--- src/rtl/dff_pipe_pkg.sv ---
// Shared constants, the occupancy-width helper and the default occupancy type for dff_pipe.
`timescale 1ns/1ps
package dff_pipe_pkg;

  localparam int DFF_PIPE_MAX_DEPTH = 16;
  localparam int DEFAULT_WIDTH      = 8;
  localparam int DEFAULT_DEPTH      = 3;

  function automatic int cnt_w(input int depth);
    return $clog2(depth + 1);
  endfunction

  typedef logic [cnt_w(DEFAULT_DEPTH)-1:0] occ_t;

endpackage

--- src/rtl/dff_pipe_stage.sv ---
// One elastic register slice of dff_pipe: valid bit plus data word, loaded when adv is high.
// With DFF_PIPE_TIMING_CHECK_EN defined it carries setup/hold checks that corrupt the data on violation.
`timescale 1ns/1ps
module dff_pipe_stage
  import dff_pipe_pkg::*;
#(
  parameter int WIDTH = DEFAULT_WIDTH,
  parameter logic [WIDTH-1:0] RESET_VAL = '0
`ifdef DFF_PIPE_TIMING_CHECK_EN
  ,
  parameter int SETUP_NS  = 2,
  parameter int HOLD_NS   = 1,
  parameter int STAGE_IDX = 0
`endif
) (
  input  logic             clk,
  input  logic             rst_n,
  input  logic             flush,
  input  logic             adv,
  input  logic             vin,
  input  logic [WIDTH-1:0] din,
  output logic             vout,
  output logic [WIDTH-1:0] dout
);

  logic             v_q, v_d;
  logic [WIDTH-1:0] d_q, d_d;

  // Data only loads alongside a valid word so bubbles never toggle the data flops.
  always_comb begin
    v_d = v_q;
    d_d = d_q;
    if (flush) begin
      v_d = 1'b0;
    end else if (adv) begin
      v_d = vin;
      if (vin) begin
        d_d = din;
      end
    end
  end

  always_ff @(posedge clk or negedge rst_n) begin
    if (!rst_n) begin
      v_q <= 1'b0;
    end else begin
      v_q <= v_d;
    end
  end

`ifdef DFF_PIPE_TIMING_CHECK_EN
  reg          notifier;
  logic        notifier_seen;
  int unsigned viol_cnt = 0;

  specify
    $setup(din, posedge clk, SETUP_NS, notifier);
    $hold(posedge clk, din, HOLD_NS, notifier);
  endspecify

  always @(notifier) begin
    viol_cnt <= viol_cnt + 1;
    $display("dff_pipe stage %0d timing violation at %0t", STAGE_IDX, $time);
  end

  // A notifier change poisons the captured word; the valid bit is left alone.
  always @(posedge clk or negedge rst_n or notifier) begin
    if (!rst_n) begin
      d_q <= RESET_VAL;
    end else if (notifier !== notifier_seen) begin
      d_q           <= 'x;
      notifier_seen <= notifier;
    end else begin
      d_q <= d_d;
    end
  end
`else
  always_ff @(posedge clk or negedge rst_n) begin
    if (!rst_n) begin
      d_q <= RESET_VAL;
    end else begin
      d_q <= d_d;
    end
  end
`endif

  assign vout = v_q;
  assign dout = d_q;

endmodule

--- src/rtl/dff_pipe.sv ---
// WIDTH x DEPTH elastic register pipeline with valid/ready flow control, flush and occupancy count.
// Define DFF_PIPE_TIMING_CHECK_EN to enable per-stage setup/hold timing checks.
`timescale 1ns/1ps
module dff_pipe
  import dff_pipe_pkg::*;
#(
  parameter int WIDTH = DEFAULT_WIDTH,
  parameter int DEPTH = DEFAULT_DEPTH,
  parameter logic [WIDTH-1:0] RESET_VAL = '0,
  parameter int SETUP_NS = 2,
  parameter int HOLD_NS  = 1,
  localparam int CNT_W = cnt_w(DEPTH)
) (
  input  logic             clk,
  input  logic             rst_n,
  input  logic             flush,
  input  logic             in_valid,
  output logic             in_ready,
  input  logic [WIDTH-1:0] in_data,
  output logic             out_valid,
  input  logic             out_ready,
  output logic [WIDTH-1:0] out_data,
  output logic [CNT_W-1:0] occupancy
);

  if (DEPTH < 1 || DEPTH > DFF_PIPE_MAX_DEPTH || SETUP_NS < 0 || HOLD_NS < 0) begin : g_bad_cfg
    $error("dff_pipe: DEPTH must be 1..16 and timing limits non-negative");
  end

  logic [DEPTH-1:0] v;
  logic [DEPTH-1:0] adv;
  logic [WIDTH-1:0] d [DEPTH];

  // Stage i stalls only when it and every stage ahead of it are full and the
  // output is blocked; this is the ready chain with the recursion unrolled.
  always_comb begin
    logic all_full;
    all_full = 1'b1;
    adv      = '0;
    for (int i = DEPTH - 1; i >= 0; i--) begin
      all_full = all_full & v[i];
      adv[i]   = out_ready | ~all_full;
    end
  end

  for (genvar i = 0; i < DEPTH; i++) begin : g_stage
    logic             vin;
    logic [WIDTH-1:0] din;

    if (i == 0) begin : g_head
      assign vin = in_valid;
      assign din = in_data;
    end else begin : g_body
      assign vin = v[i-1];
      assign din = d[i-1];
    end

    dff_pipe_stage #(
      .WIDTH     (WIDTH),
      .RESET_VAL (RESET_VAL)
`ifdef DFF_PIPE_TIMING_CHECK_EN
      ,
      .SETUP_NS  (SETUP_NS),
      .HOLD_NS   (HOLD_NS),
      .STAGE_IDX (i)
`endif
    ) u_stage (
      .clk   (clk),
      .rst_n (rst_n),
      .flush (flush),
      .adv   (adv[i]),
      .vin   (vin),
      .din   (din),
      .vout  (v[i]),
      .dout  (d[i])
    );
  end

  assign in_ready  = adv[0];
  assign out_valid = v[DEPTH-1];
  assign out_data  = d[DEPTH-1];

  logic             in_xfer, out_xfer;
  logic [CNT_W-1:0] occ_q, occ_d;

  assign in_xfer  = in_valid & in_ready;
  assign out_xfer = out_valid & out_ready;

  always_comb begin
    occ_d = occ_q;
    if (flush) begin
      occ_d = '0;
    end else if (in_xfer && !out_xfer) begin
      occ_d = occ_q + CNT_W'(1);
    end else if (!in_xfer && out_xfer) begin
      occ_d = occ_q - CNT_W'(1);
    end
  end

  always_ff @(posedge clk or negedge rst_n) begin
    if (!rst_n) begin
      occ_q <= '0;
    end else begin
      occ_q <= occ_d;
    end
  end

  assign occupancy = occ_q;

endmodule

--- config.mk ---
export PLATFORM = sky130hd
export DESIGN_NAME = dff_pipe
export DESIGN_NICKNAME = d
export VERILOG_FILES = /design/src/rtl/dff_pipe_pkg.sv /design/src/rtl/dff_pipe_stage.sv /design/src/rtl/dff_pipe.sv
export SDC_FILE = /design/constraint.sdc
export NUM_CORES = 1
export LEC_CHECK = 0
export CORE_UTILIZATION = 49
export DETAILED_ROUTE_END_ITERATION = 12
export PLACE_DENSITY = 0.77
export RECOVER_POWER = 50
export SLEW_MARGIN = 40
export SYNTH_ARGS = -nofsm -noshare
export SYNTH_HDL_FRONTEND = slang
export SYNTH_SLANG_ARGS = --single-unit
--- constraint.sdc ---
create_clock -name clk -period 1.9 [get_ports clk]
set_clock_uncertainty 0.1 [all_clocks]
set_input_delay 0.57 -clock clk [delete_from_list [all_inputs] [get_ports clk]]
set_output_delay 0.57 -clock clk [all_outputs]
set_load 0.02 [all_outputs]
==> metrics.json <==
{
  "worst_setup_path": {
    "timing.critical_path.max_delay_family": "buffers and inverters",
    "required_worst_endpoint_ps": 2010,
    "path_max_fanout": 8,
    "r2r_setup_slack_ps": 210,
    "max_stage_delay_ps": 470,
    "critical-path-slowest-cell": "clkdlybuf4s50_1",
    "cp_cell_sequence": "clkdlybuf4s50_1, or3b_1, buf_4, mux2_4",
    "timing.critical_path.to_type": "register",
    "worst-setup-path-type": "primary input to register",
    "worst_setup_path_start_kind": "primary input",
    "wp_buf_inv": 2,
    "arrival_ps": 1940
  },
  "timing": {
    "clock.fmax_mhz": 546,
    "slew_headroom_pct": 54.1,
    "share_of_the_clock_period_used_by_the_worst_path_pct": 96.4,
    "rsz0062_at_grt": "false",
    "finalHoldViolCount": 0,
    "slew_limit_fails": 0,
    "final_count_of_negative_setup_slack_endpoints": 0,
    "max_slew.worst_pin.slew_ps": 689,
    "min_period_ps": 1830
  },
  "cts": {
    "clk-insertion-delay-late_ps": 310,
    "cts_htree_levels": 2,
    "cts-root-to-sink-buffers": 2,
    "holdBufCountCts": 0,
    "clkTransAtPathRegs_ps": 90,
    "tritoncts": "done",
    "tritoncts_num_sinks": 29,
    "cts_root_buffer": "clkbuf_4",
    "cts-buffers-inserted": 5
  },
  "detailed_routing": {
    "drc_errors": 0,
    "wirelength_um": 2050,
    "detail_route.vias_per_cell": 5.13,
    "routed-via-count": 769,
    "drt-wirelength-per-cell_um": 13.7,
    "drt.antenna.violating_nets": 0,
    "drt_first_iter_violations": 7,
    "drt_first_pass_iters": 4
  },
  "pwr": {
    "switching_power_uw": 490,
    "clock_power_share_pct": 28.5,
    "share_seq_of_total_power_pct": 46.1,
    "p_sw_share_pct": 26.7,
    "powerDensity_nw_per_um2": 1150,
    "vdd.ir_drop.worst_uv": 811,
    "pwr-share-comb_pct": 25.4,
    "p_int_uw": 1350,
    "leakage_uw": 0.000773
  },
  "layout": {
    "drive_above_1_share_pct": 38.5,
    "area.growth.synth_to_final_pct": 35.1,
    "post_layout_nonfiller_instances": 150,
    "final_nets": 134,
    "insertedDiodeCount": 0,
    "finalInstanceArea_um2": 1600
  },
  "placed_design": {
    "buffer_ports.inserted": 24,
    "placed_area_um2": 1540,
    "post-place-cells": 141,
    "place.gp.congestion": 0.694,
    "place_hpwl_um": 1510
  },
  "die": {
    "fp-row-count": 17,
    "num_io_pins": 25,
    "die_x_um": 51.2,
    "placeableCoreArea_um2": 2250,
    "fp.dieArea_um2": 2620,
    "die_h_um": 51.2,
    "starting_utilization_of_the_core_area_pct": 52.6
  },
  "grt": {
    "grtUsageMet2_pct": 33.1,
    "grt_pass1_wl_um": 3550,
    "grt_pass1_vias": 810,
    "track_usage_pct": 19.8,
    "antenna_found_initial": 0,
    "grt_util_met1_pct": 22.0,
    "largest_net_degree_at_the_start_of_global_routing": 30,
    "global_route.peak_usage_layer": "met2",
    "gr-usage-met3_pct": 6.55,
    "grt_remaining_overflow": 0
  },
  "logic_synthesis": {
    "post_synth_main_area_contributors": "dfrtp_1 61%, mux2_2 15%, mux2_4 10%, a21oi_1 1.3%, nor3_1 1.3%",
    "synth_edf_count": 0,
    "synth_largest_area_cell": "dfrtp_1",
    "fraction_of_post_synthesis_cell_area_in_the_top_cell_type_by_area_pct": 61.2,
    "post_synthesis_cell_count": 78,
    "dominantRegCellSynth": "dfrtp_1",
    "async_reset_ff_share_pct": 100,
    "yosys_register_bits": 29,
    "synth_cell_types": 18,
    "synth.avg_cell_area_um2": 15.2,
    "yosysSeqAreaShare_pct": 61.2,
    "yosysWarningCount": 0,
    "postSynthNetCount": 91,
    "synthMostInstantiatedCell": "dfrtp_1",
    "top_cells_by_count_synth": "29 x dfrtp_1, 16 x mux2_2, 8 x mux2_4",
    "synth_area_um2": 1180
  },
  "run": {
    "max_cap_viol_count": 0
  },
  "min_path": {
    "hp-class": "register to register"
  },
  "status": {
    "run_status": "finished clean"
  }
}
-- placed cells by master (no fill, tap or decap), types with 2 or more instances in the layout --
cell             instances
clkbuf_1                 3
buf_4                    9
clkdlybuf4s50_1          9
a21oi_1                  3
nand2_1                  4
mux2_2                  16
nor2_1                   4
clkbuf_2                 2
dlygate4sd3_1            2
mux2_4                   8
dlygate4sd2_1           11
clkbuf_4                 7
nor3_1                   3
dfrtp_1                 29
-- layer usage --
metal,part of all wire [%],up-vias,wire (µm)
met3,5.5,5,113
met4,1.7,0,34
met1,41,379,832
li1,-,361,-
met5,0,-,0
met2,52,24,1070
-- final timing paths --
kind / to / startpoint / cells after the start
worst min register to register: g_stage[1].u_stage.dout[3] / g_stage[0].u_stage.dout[3] / 1
worst max register to register: g_stage[0].u_stage.dout[4] / g_stage[2].u_stage.vout / 5
worst max-delay path: g_stage[2].u_stage.dout[6] / flush / 4
min in group asynchronous: g_stage[2].u_stage.dout[6] / rst_n / 2
max in group asynchronous: g_stage[1].u_stage.dout[6] / rst_n / 2
worst min-delay path: g_stage[1].u_stage.dout[3] / g_stage[0].u_stage.dout[3] / 1
-- power by group through the flow --
stage | registers (µW) | clock network (µW) | logic (µW)
detailed placement | 868 | 0 | 531
finish | 848 | 523 | 467
CTS | 852 | 531 | 476
global placement | 857 | 0 | 517
floorplan | 945 | 0 | 199
global route | 870 | 561 | 502
-- state kept, by name, indices dropped and copies added, names as in the netlist --
signal / flops
occupancy: 2
g_stage.u_stage.vout: 3
g_stage.u_stage.dout: 24
-- timing repair --
item                       4_1_cts  5_1_grt
setup buffers                    1        0
setup endpoints to repair       26        3
gates resized for setup         17        2
-- metrics by stage --
stage	worst slack, ps	util, %	TNS [ps]	power [µW]	hold WS, ps
floorplan	75.2	-	0	1140	174
global placement	-565	68.3	-7940	1370	380
detailed placement	-578	68.3	-8680	1400	389
CTS	1.20	71.6	0	1860	412
global route	37.8	71.0	0	1930	428
finish	68.7	71.0	0	1840	405
-- area by class of cell --
type	count	area, µm²
Clock buffer	7	55.1
Multi-Input combinational cell	47	444
Inverter	1	3.75
Sequential cell	29	726
Tap cell	28	35.0
Clock inverter	1	30.0
Fill cell	184	654
Timing Repair Buffer	37	307
-- kinds of logic after synthesis --
family | synth area share, %
flip-flops | 61.2
multiplexers | 25.3
AO/OA/AOI/OAI | 2.64
buffers and inverters | 1.27
AND/OR/NAND/NOR | 8.02
XOR/XNOR | 1.48
No activity file was read; power rests on OpenSTA's default activity.
